`config.mk`:
```
export PLATFORM = sky130hd
export DESIGN_NAME = id_queue
export DESIGN_NICKNAME = d
export VERILOG_FILES = /design/src/rtl/id_queue.sv
export SDC_FILE = /design/constraint.sdc
export NUM_CORES = 2
export LEC_CHECK = 0
export BUFFER_PORTS_ARGS = -buffer_cell sky130_fd_sc_hd__buf_4
export CAP_MARGIN = 10
export CORE_MARGIN = 10
export CORE_UTILIZATION = 55
export CTS_CLUSTER_DIAMETER = 60
export CTS_CLUSTER_SIZE = 24
export DETAILED_ROUTE_END_ITERATION = 8
export GPL_ROUTABILITY_DRIVEN = 0
export PLACE_DENSITY_LB_ADDON = 0.2
export RECOVER_POWER = 50
export SYNTH_ARGS = -nofsm -noshare
export SYNTH_HDL_FRONTEND = slang
export SYNTH_SLANG_ARGS = --single-unit
```
`constraint.sdc`:
```
create_clock -name clk -period 3.1 [get_ports clk]
set_clock_uncertainty 0.05 [all_clocks]
set_input_delay 0 -clock clk [delete_from_list [all_inputs] [get_ports clk]]
set_output_delay 0 -clock clk [all_outputs]
set_load 0.05 [all_outputs]
```
`src/rtl/id_queue.sv`:
```
// id_queue: RISC-V decode stage followed by a DEPTH-entry output FIFO.
//
// Each instruction accepted on the fetch side is decoded combinationally in
// its arrival cycle. The decoded bundle is then written into the queue. All
// out_* fields come straight from queue storage, so there is no
// combinational path from in_* to out_*.
//
// Parameters:
//   XLEN  - datapath width, 32 or 64
//   DEPTH - queue entries, power of two in 2..16
//   HAS_M - 1 decodes the M extension, 0 reports M ops as illegal
//
// Ports:
//   clk, rst_n          clock, asynchronous active-low reset
//   flush               synchronous queue clear; overrides push and pop
//   in_valid/in_ready   fetch-side handshake (in_ready is registered)
//   in_instr, in_pc     raw instruction and its PC
//   out_valid/out_ready issue-side handshake (out_valid is registered)
//   out_*               decoded head-entry bundle
//   count               queue occupancy
module id_queue #(
  parameter int XLEN  = 64,
  parameter int DEPTH = 4,
  parameter int HAS_M = 1
) (
  input  logic                     clk,
  input  logic                     rst_n,
  input  logic                     flush,
  input  logic                     in_valid,
  output logic                     in_ready,
  input  logic [31:0]              in_instr,
  input  logic [XLEN-1:0]          in_pc,
  output logic                     out_valid,
  input  logic                     out_ready,
  output logic [XLEN-1:0]          out_pc,
  output logic [31:0]              out_instr,
  output logic [4:0]               out_rs1,
  output logic [4:0]               out_rs2,
  output logic [4:0]               out_rd,
  output logic                     out_rd_we,
  output logic [XLEN-1:0]          out_imm,
  output logic [11:0]              out_opclass,
  output logic [17:0]              out_alu_op,
  output logic                     out_word,
  output logic [5:0]               out_branch_op,
  output logic [6:0]               out_load_op,
  output logic [3:0]               out_store_op,
  output logic [7:0]               out_csr_op,
  output logic [11:0]              out_csr_addr,
  output logic                     out_illegal,
  output logic [$clog2(DEPTH):0]   count
);

  localparam int PTR_W = $clog2(DEPTH);
  localparam int CNT_W = PTR_W + 1;
  localparam logic [CNT_W-1:0] FULL = CNT_W'(DEPTH);
  localparam bit RV64 = (XLEN == 64);
  localparam bit M_EN = (HAS_M != 0);

  localparam logic [6:0] OP_ALUR   = 7'b0110011;
  localparam logic [6:0] OP_ALUI   = 7'b0010011;
  localparam logic [6:0] OP_ALURW  = 7'b0111011;
  localparam logic [6:0] OP_ALUIW  = 7'b0011011;
  localparam logic [6:0] OP_LOAD   = 7'b0000011;
  localparam logic [6:0] OP_STORE  = 7'b0100011;
  localparam logic [6:0] OP_BRANCH = 7'b1100011;
  localparam logic [6:0] OP_JAL    = 7'b1101111;
  localparam logic [6:0] OP_JALR   = 7'b1100111;
  localparam logic [6:0] OP_LUI    = 7'b0110111;
  localparam logic [6:0] OP_AUIPC  = 7'b0010111;
  localparam logic [6:0] OP_SYSTEM = 7'b1110011;

  // out_opclass bit positions
  localparam int OC_BRANCH = 0;
  localparam int OC_JAL    = 1;
  localparam int OC_JALR   = 2;
  localparam int OC_STORE  = 3;
  localparam int OC_LOAD   = 4;
  localparam int OC_ALUR   = 5;
  localparam int OC_ALURW  = 6;
  localparam int OC_ALUI   = 7;
  localparam int OC_ALUIW  = 8;
  localparam int OC_LUI    = 9;
  localparam int OC_AUIPC  = 10;
  localparam int OC_SYSTEM = 11;

  // out_alu_op bit positions
  localparam int ALU_ADD    = 0;
  localparam int ALU_SUB    = 1;
  localparam int ALU_SLL    = 2;
  localparam int ALU_SLT    = 3;
  localparam int ALU_SLTU   = 4;
  localparam int ALU_XOR    = 5;
  localparam int ALU_SRL    = 6;
  localparam int ALU_SRA    = 7;
  localparam int ALU_OR     = 8;
  localparam int ALU_AND    = 9;
  localparam int ALU_MUL    = 10;
  localparam int ALU_MULH   = 11;
  localparam int ALU_MULHU  = 12;
  localparam int ALU_MULHSU = 13;
  localparam int ALU_DIV    = 14;
  localparam int ALU_DIVU   = 15;
  localparam int ALU_REM    = 16;
  localparam int ALU_REMU   = 17;

  typedef struct packed {
    logic [XLEN-1:0] pc;
    logic [31:0]     instr;
    logic [4:0]      rs1;
    logic [4:0]      rs2;
    logic [4:0]      rd;
    logic            rd_we;
    logic [XLEN-1:0] imm;
    logic [11:0]     opclass;
    logic [17:0]     alu_op;
    logic            word;
    logic [5:0]      branch_op;
    logic [6:0]      load_op;
    logic [3:0]      store_op;
    logic [7:0]      csr_op;
    logic [11:0]     csr_addr;
    logic            illegal;
  } bundle_t;

  // The 32-bit argument is already sign-extended to 32 bits. The signed
  // size cast carries the sign on to XLEN, and is a no-op for XLEN=32.
  function automatic logic [XLEN-1:0] sext32(input logic [31:0] v);
    logic signed [31:0] s;
    s = v;
    return XLEN'(s);
  endfunction

  // Register-register ALU ops with funct7=0 (also reused for alui non-shifts)
  function automatic logic [17:0] base_alu(input logic [2:0] f3);
    logic [17:0] r;
    r = '0;
    case (f3)
      3'b000:  r[ALU_ADD]  = 1'b1;
      3'b001:  r[ALU_SLL]  = 1'b1;
      3'b010:  r[ALU_SLT]  = 1'b1;
      3'b011:  r[ALU_SLTU] = 1'b1;
      3'b100:  r[ALU_XOR]  = 1'b1;
      3'b101:  r[ALU_SRL]  = 1'b1;
      3'b110:  r[ALU_OR]   = 1'b1;
      default: r[ALU_AND]  = 1'b1;
    endcase
    return r;
  endfunction

  function automatic logic [17:0] m_alu(input logic [2:0] f3);
    logic [17:0] r;
    r = '0;
    case (f3)
      3'b000:  r[ALU_MUL]    = 1'b1;
      3'b001:  r[ALU_MULH]   = 1'b1;
      3'b010:  r[ALU_MULHSU] = 1'b1;
      3'b011:  r[ALU_MULHU]  = 1'b1;
      3'b100:  r[ALU_DIV]    = 1'b1;
      3'b101:  r[ALU_DIVU]   = 1'b1;
      3'b110:  r[ALU_REM]    = 1'b1;
      default: r[ALU_REMU]   = 1'b1;
    endcase
    return r;
  endfunction

  // ---------------------------------------------------------------- decode
  logic [6:0]      opcode;
  logic [2:0]      f3;
  logic [6:0]      f7;
  logic [XLEN-1:0] imm_i, imm_s, imm_b, imm_j, imm_u, imm_z, shamt_i, shamt_w;
  logic            sh_std, sh_alt;

  assign opcode = in_instr[6:0];
  assign f3     = in_instr[14:12];
  assign f7     = in_instr[31:25];

  assign imm_i = sext32({{20{in_instr[31]}}, in_instr[31:20]});
  assign imm_s = sext32({{20{in_instr[31]}}, in_instr[31:25], in_instr[11:7]});
  assign imm_b = sext32({{19{in_instr[31]}}, in_instr[31], in_instr[7],
                         in_instr[30:25], in_instr[11:8], 1'b0});
  assign imm_j = sext32({{11{in_instr[31]}}, in_instr[31], in_instr[19:12],
                         in_instr[20], in_instr[30:21], 1'b0});
  assign imm_u = sext32({in_instr[31:12], 12'b0});
  assign imm_z = XLEN'(in_instr[19:15]);

  // RV64 alui shifts carry a 6-bit shamt and check only funct6; RV32 alui
  // shifts and every aluiw shift check the full funct7.
  assign sh_std  = RV64 ? (in_instr[31:26] == 6'b000000) : (f7 == 7'b0000000);
  assign sh_alt  = RV64 ? (in_instr[31:26] == 6'b010000) : (f7 == 7'b0100000);
  assign shamt_i = RV64 ? XLEN'(in_instr[25:20]) : XLEN'(in_instr[24:20]);
  assign shamt_w = XLEN'(in_instr[24:20]);

  logic [11:0]     d_opc;
  logic [17:0]     d_alu;
  logic [5:0]      d_br;
  logic [6:0]      d_ld;
  logic [3:0]      d_st;
  logic [7:0]      d_csr;
  logic [XLEN-1:0] d_imm;
  logic [11:0]     d_caddr;
  logic            d_word;
  logic            d_ill;
  logic            d_writes;
  bundle_t         dec;

  always_comb begin
    d_opc   = '0;
    d_alu   = '0;
    d_br    = '0;
    d_ld    = '0;
    d_st    = '0;
    d_csr   = '0;
    d_imm   = '0;
    d_word  = 1'b0;
    d_ill   = 1'b0;
    d_caddr = in_instr[31:20];
    case (opcode)
      OP_ALUR: begin
        d_opc[OC_ALUR] = 1'b1;
        case (f7)
          7'b0000000: d_alu = base_alu(f3);
          7'b0100000: begin
            if (f3 == 3'b000)      d_alu[ALU_SUB] = 1'b1;
            else if (f3 == 3'b101) d_alu[ALU_SRA] = 1'b1;
            else                   d_ill = 1'b1;
          end
          7'b0000001: begin
            if (M_EN) d_alu = m_alu(f3);
            else      d_ill = 1'b1;
          end
          default: d_ill = 1'b1;
        endcase
      end
      OP_ALUI: begin
        d_opc[OC_ALUI] = 1'b1;
        d_imm = imm_i;
        case (f3)
          3'b001: begin
            d_imm = shamt_i;
            if (sh_std) d_alu[ALU_SLL] = 1'b1;
            else        d_ill = 1'b1;
          end
          3'b101: begin
            d_imm = shamt_i;
            if (sh_std)      d_alu[ALU_SRL] = 1'b1;
            else if (sh_alt) d_alu[ALU_SRA] = 1'b1;
            else             d_ill = 1'b1;
          end
          default: d_alu = base_alu(f3);
        endcase
      end
      OP_ALURW: begin
        d_opc[OC_ALURW] = 1'b1;
        d_word = 1'b1;
        if (!RV64) d_ill = 1'b1;
        case (f7)
          7'b0000000: begin
            if (f3 == 3'b000 || f3 == 3'b001 || f3 == 3'b101) d_alu = base_alu(f3);
            else d_ill = 1'b1;
          end
          7'b0100000: begin
            if (f3 == 3'b000)      d_alu[ALU_SUB] = 1'b1;
            else if (f3 == 3'b101) d_alu[ALU_SRA] = 1'b1;
            else                   d_ill = 1'b1;
          end
          7'b0000001: begin
            // mulw, divw, divuw, remw, remuw
            if (M_EN && (f3 == 3'b000 || f3[2])) d_alu = m_alu(f3);
            else d_ill = 1'b1;
          end
          default: d_ill = 1'b1;
        endcase
      end
      OP_ALUIW: begin
        d_opc[OC_ALUIW] = 1'b1;
        d_word = 1'b1;
        if (!RV64) d_ill = 1'b1;
        case (f3)
          3'b000: begin
            d_imm = imm_i;
            d_alu[ALU_ADD] = 1'b1;
          end
          3'b001: begin
            d_imm = shamt_w;
            if (f7 == 7'b0000000) d_alu[ALU_SLL] = 1'b1;
            else                  d_ill = 1'b1;
          end
          3'b101: begin
            d_imm = shamt_w;
            if (f7 == 7'b0000000)      d_alu[ALU_SRL] = 1'b1;
            else if (f7 == 7'b0100000) d_alu[ALU_SRA] = 1'b1;
            else                       d_ill = 1'b1;
          end
          default: d_ill = 1'b1;
        endcase
      end
      OP_LOAD: begin
        d_opc[OC_LOAD] = 1'b1;
        d_imm = imm_i;
        case (f3)
          3'b000: d_ld[0] = 1'b1;
          3'b001: d_ld[1] = 1'b1;
          3'b010: d_ld[2] = 1'b1;
          3'b011: begin d_ld[3] = 1'b1; if (!RV64) d_ill = 1'b1; end
          3'b100: d_ld[4] = 1'b1;
          3'b101: d_ld[5] = 1'b1;
          3'b110: begin d_ld[6] = 1'b1; if (!RV64) d_ill = 1'b1; end
          default: d_ill = 1'b1;
        endcase
      end
      OP_STORE: begin
        d_opc[OC_STORE] = 1'b1;
        d_imm = imm_s;
        case (f3)
          3'b000: d_st[0] = 1'b1;
          3'b001: d_st[1] = 1'b1;
          3'b010: d_st[2] = 1'b1;
          3'b011: begin d_st[3] = 1'b1; if (!RV64) d_ill = 1'b1; end
          default: d_ill = 1'b1;
        endcase
      end
      OP_BRANCH: begin
        d_opc[OC_BRANCH] = 1'b1;
        d_imm = imm_b;
        case (f3)
          3'b000: d_br[0] = 1'b1;
          3'b001: d_br[1] = 1'b1;
          3'b100: d_br[2] = 1'b1;
          3'b101: d_br[3] = 1'b1;
          3'b110: d_br[4] = 1'b1;
          3'b111: d_br[5] = 1'b1;
          default: d_ill = 1'b1;
        endcase
      end
      OP_JAL: begin
        d_opc[OC_JAL] = 1'b1;
        d_imm = imm_j;
      end
      OP_JALR: begin
        d_opc[OC_JALR] = 1'b1;
        d_imm = imm_i;
        if (f3 != 3'b000) d_ill = 1'b1;
      end
      OP_LUI: begin
        d_opc[OC_LUI] = 1'b1;
        d_imm = imm_u;
      end
      OP_AUIPC: begin
        d_opc[OC_AUIPC] = 1'b1;
        d_imm = imm_u;
      end
      OP_SYSTEM: begin
        d_opc[OC_SYSTEM] = 1'b1;
        case (f3)
          3'b000: begin
            // Only the exact ecall and mret words are accepted here; the
            // CSR address is forced to the register each one implicitly uses.
            if (in_instr == 32'h0000_0073) begin
              d_csr[6] = 1'b1;
              d_caddr  = 12'h305;
            end else if (in_instr == 32'h3020_0073) begin
              d_csr[7] = 1'b1;
              d_caddr  = 12'h341;
            end else begin
              d_ill = 1'b1;
            end
          end
          3'b001: d_csr[0] = 1'b1;
          3'b010: d_csr[1] = 1'b1;
          3'b011: d_csr[2] = 1'b1;
          3'b101: begin d_csr[3] = 1'b1; d_imm = imm_z; end
          3'b110: begin d_csr[4] = 1'b1; d_imm = imm_z; end
          3'b111: begin d_csr[5] = 1'b1; d_imm = imm_z; end
          default: d_ill = 1'b1;
        endcase
      end
      default: d_ill = 1'b1;
    endcase
  end

  assign d_writes = d_opc[OC_JAL] | d_opc[OC_JALR] | d_opc[OC_LOAD] |
                    d_opc[OC_ALUR] | d_opc[OC_ALURW] | d_opc[OC_ALUI] |
                    d_opc[OC_ALUIW] | d_opc[OC_LUI] | d_opc[OC_AUIPC] |
                    (|d_csr[5:0]);

  // An illegal entry keeps its PC, raw word and register fields but carries
  // no operation, so nothing downstream can act on it by mistake.
  always_comb begin
    dec           = '0;
    dec.pc        = in_pc;
    dec.instr     = in_instr;
    dec.rs1       = in_instr[19:15];
    dec.rs2       = in_instr[24:20];
    dec.rd        = in_instr[11:7];
    dec.csr_addr  = d_caddr;
    dec.illegal   = d_ill;
    if (!d_ill) begin
      dec.rd_we     = d_writes & (in_instr[11:7] != 5'd0);
      dec.imm       = d_imm;
      dec.opclass   = d_opc;
      dec.alu_op    = d_alu;
      dec.word      = d_word;
      dec.branch_op = d_br;
      dec.load_op   = d_ld;
      dec.store_op  = d_st;
      dec.csr_op    = d_csr;
    end
  end

  // ----------------------------------------------------------------- queue
  bundle_t          mem_q [DEPTH];
  logic [PTR_W-1:0] wr_ptr_q, wr_ptr_d;
  logic [PTR_W-1:0] rd_ptr_q, rd_ptr_d;
  logic [CNT_W-1:0] count_q, count_d;
  logic             valid_q, valid_d;
  logic             ready_q, ready_d;
  logic             push, pop;

  assign push = in_valid & ready_q & ~flush;
  assign pop  = valid_q & out_ready & ~flush;

  always_comb begin
    wr_ptr_d = wr_ptr_q;
    rd_ptr_d = rd_ptr_q;
    count_d  = count_q;
    if (flush) begin
      wr_ptr_d = '0;
      rd_ptr_d = '0;
      count_d  = '0;
    end else begin
      if (push) wr_ptr_d = wr_ptr_q + PTR_W'(1);
      if (pop)  rd_ptr_d = rd_ptr_q + PTR_W'(1);
      case ({push, pop})
        2'b10:   count_d = count_q + CNT_W'(1);
        2'b01:   count_d = count_q - CNT_W'(1);
        default: count_d = count_q;
      endcase
    end
    // Handshake flags are registered from the next occupancy so neither
    // in_ready nor out_valid has a combinational path from the inputs.
    valid_d = (count_d != '0);
    ready_d = (count_d != FULL);
  end

  always_ff @(posedge clk or negedge rst_n) begin
    if (!rst_n) begin
      wr_ptr_q <= '0;
      rd_ptr_q <= '0;
      count_q  <= '0;
      valid_q  <= 1'b0;
      ready_q  <= 1'b1;
    end else begin
      wr_ptr_q <= wr_ptr_d;
      rd_ptr_q <= rd_ptr_d;
      count_q  <= count_d;
      valid_q  <= valid_d;
      ready_q  <= ready_d;
    end
  end

  always_ff @(posedge clk or negedge rst_n) begin
    if (!rst_n) begin
      for (int i = 0; i < DEPTH; i++) mem_q[i] <= '0;
    end else if (push) begin
      mem_q[wr_ptr_q] <= dec;
    end
  end

  // ---------------------------------------------------------------- output
  bundle_t head;
  assign head = mem_q[rd_ptr_q];

  assign in_ready      = ready_q;
  assign out_valid     = valid_q;
  assign count         = count_q;
  assign out_pc        = head.pc;
  assign out_instr     = head.instr;
  assign out_rs1       = head.rs1;
  assign out_rs2       = head.rs2;
  assign out_rd        = head.rd;
  assign out_rd_we     = head.rd_we;
  assign out_imm       = head.imm;
  assign out_opclass   = head.opclass;
  assign out_alu_op    = head.alu_op;
  assign out_word      = head.word;
  assign out_branch_op = head.branch_op;
  assign out_load_op   = head.load_op;
  assign out_store_op  = head.store_op;
  assign out_csr_op    = head.csr_op;
  assign out_csr_addr  = head.csr_addr;
  assign out_illegal   = head.illegal;

endmodule

```
==> out/metrics.cfg <==
[cells_and_area]
fillers = 5071
fin_nets = 3948
multi_input_area_sq_mm = 0.0141
seq_area_sq_mm = 0.0201
layout-drive-gt1-share = 0.191
synthToLayoutAreaGrowth_pct = 17.5

[floorplanning]
initial_core_util = 0.553
pin_count = 351
coreArea_sq_mm = 0.0642
die_w_um = 274
die_area_sq_mm = 0.0751
fp.dieH_um = 274
rows = 93

[hold_path]
holdCritStartpoint = in_pc[19]
whs_path_depth = 4
whs_endpoint = mem_q[935]
hold_class = input port to flop

[timing]
maxSlewViolCount = 86
worst_pin_slew_ns = 2.71
fin_crit_sh = 0.908
tns_ns = 0
rsz0062_at_grt = false
setup_violations = 0
max_clock_freq_mhz = 355
worst_slack_ns = 0.285
slew_headroom = -0.804
final.min_clock_period_ns = 2.81
finalHoldViolCount = 0

[drt]
firstDrtPassIters = 5
wl_per_cell_um = 21.4
viasPerCell = 5.67
wl_mm = 101
antenna_left = 0
vias = 26900
route.detailed.drc = 0
drtIter0Drc = 2396

[power]
clkPwrFrac = 0.270
p_leak_nw = 20.0
power_density_mw_per_mm2 = 669
p_sw_mw = 9.64
swShare = 0.345
p_int_mw = 18.3
ir_drop_mv = 0.623
combPwrFrac = 0.262
p_seq_frac = 0.468
total_power_mw = 27.9

[clocking]
cts_max_level = 2
cts_made_buffers = 51
cts_resized = 0
cts.sinks = 801
cts_tree = yes
clk_latency_ns = 0.62
cts_root_buf = clkbuf_16
cts_setup_buffers = 0
clock_path_buffers = 3
path_clk_slew_ns = 0.09

[worst_setup_path]
worstSetupStartpointType = input port
r2r_end = mem_q[453]
crit_type = input port to flop
crit_slowest_cell = dlygate4sd3_1
arrival_ns = 3.27
required_ns = 3.56
reg2regPathDepth = 7
r2r-start = in_ready
crit_fanout = 32
worst_path_dominant_cell_family = simple AND/OR/NAND/NOR gates
worst-path-buf-inv = 2
critical-path-max-stage-delay_ns = 0.57
cp-end-kind = flop
cp_cell_sequence = dlygate4sd3_1 > clkbuf_1 > nand4bb_1 > or2_0 > nor2_1 > a22oi_4 > nand2_2 > o31ai_1
rrSetupSlack_ns = 0.29

[synthesis]
synth_area_sq_mm = 0.0355
synthArstFlopShare = 1.00
ys_seq_elements = 801
yosysSeqAreaShare = 0.564
ys.flop_type = dfrtp_1
synth_warnings = 0
synth_cells = 3541
synth_edf_count = 0
syn-num-nets = 3648
synth_cell_types = 71
avgSynthCellArea_sq_um = 10.0

[grt]
grt_usage = 0.271
antenna_found_initial = 6
grt_max_degree = 96
grt_overflow = 0
first_global_vias = 27700
grt_pass1_wl_mm = 161

[placed_design]
place_hpwl_mm = 66.0
portBuffers = 350
pre_cts_slack_ns = 0.629

[run_status]
outcome = finished with violations
violations = capacitance limit, slew limit

[flow_run]
max_cap_violations = 1

repair_timing:
| item | 4_1_cts | 5_1_grt |
|---|---|---|
| setup endpoints to repair | 0 | 0 |
| hold endpoints to repair | 1048 | 0 |
| hold buffers | 101 | 0 |
kinds of logic (layout without fill, tap and decap cells):
logic type	Yosys count	in the layout	synth area share
buffers and inverters	305	644	0.0381
other	0	5	0
adder cells (fa/ha/maj)	6	6	0.00233
XOR/XNOR	6	6	0.00148
AO/OA/AOI/OAI	465	465	0.0738
flip-flops	801	801	0.564
AND/OR/NAND/NOR	1758	1758	0.194
multiplexers	200	200	0.126
metrics by stage:
step	cell area (sq um)	hold WS, ns	cells	utilization
after floorplan	35500	-0.346	3541	-
after global placement	39100	0.0883	4542	0.609
after detailed placement	39100	0.0872	4542	0.609
after CTS	41900	0.00321	4735	0.653
after global routing	41700	0.0738	4738	0.650
final	41700	0.0782	4740	0.650
worst register-to-register path: cells and delay by family, from the launching register on:
kind | cells | cell delay [ns]
buffers and inverters | 2 | 0.59
AND/OR/NAND/NOR | 5 | 1.58
flip-flops | 1 | 0.55
cell usage after synthesis (7+ instances only):
cell type  instances  area share
nand2_1         1623        0.17
dfrtp_1          800        0.56
o21ai_0          348       0.049
mux4_2           198        0.13
clkbuf_1         190       0.020
buf_4             47      0.0099
buf_1             39      0.0041
nand3_1           34      0.0048
nor2_1            34      0.0036
o31ai_1           33      0.0070
o21ai_1           26      0.0037
buf_2             19      0.0027
nor3_1            10      0.0014
a21oi_1            8      0.0011
a32o_1             8      0.0023
inv_1              8     0.00085
a21bo_2            7      0.0020
and2_1             7      0.0012
final cells by class:
class,instances,share of cell area
flip-flops and latches,801,0.481
well taps,855,0.0256
multi-input cells,2435,0.339
inverters,9,0.000810
clock buffers,56,0.0325
repair buffers,543,0.111
diodes,5,0.000300
clock inverters,36,0.00999
state kept, by name, summed over array words and instances, names as in the netlist:
signal     count
out_valid      1
count          3
in_ready       1
rd_ptr_q       2
mem_q        792
wr_ptr_q       2
layout by cell type (no fill, tap or decap), types with 6 or more instances in the layout:
master,instances
buf_4,376
a21bo_2,7
inv_8,6
nand2_1,1619
o21ai_1,26
clkinv_8,7
nor2_1,34
clkbuf_2,13
inv_1,8
inv_6,11
o21ai_0,348
nor3_1,9
nor2b_1,6
dlygate4sd3_1,101
a22o_1,6
o31ai_1,33
dfrtp_1,798
clkbuf_16,53
a21oi_1,8
a32o_1,8
clkbuf_1,20
buf_12,33
mux4_2,198
nand3_1,34
worst max-delay path by stage:
stage	from	end	slack, ns	depth (start not counted)
floorplan	in_ready	in_ready	0.68	10
global placement	in_instr[26]	mem_q[313]	0.69	7
detailed placement	in_instr[26]	mem_q[796]	0.63	7
CTS	rd_ptr_q[0]	out_instr[4]	0.23	3
global route	in_instr[2]	mem_q[796]	0.11	8
finish	in_instr[2]	mem_q[796]	0.29	8
power groups by stage:
stage / logic, mW / clock network (mW) / registers [mW]
floorplan: 5.14 / 0 / 13.0
global placement: 7.14 / 0 / 13.2
detailed placement: 7.26 / 0 / 13.2
CTS: 7.39 / 7.68 / 13.1
global route: 7.89 / 8.07 / 13.3
finish: 7.31 / 7.55 / 13.1
per-layer routing:
metal / up-vias / share of wire / GRT usage
met1: 13400 / 0.42 / 0.370
met5: - / 0.00026 / 0
met2: 966 / 0.49 / 0.443
met4: 4 / 0.027 / 0.0801
li1: 12400 / - / -
met3: 153 / 0.069 / 0.0443
Power figures use the tool's default switching activity.
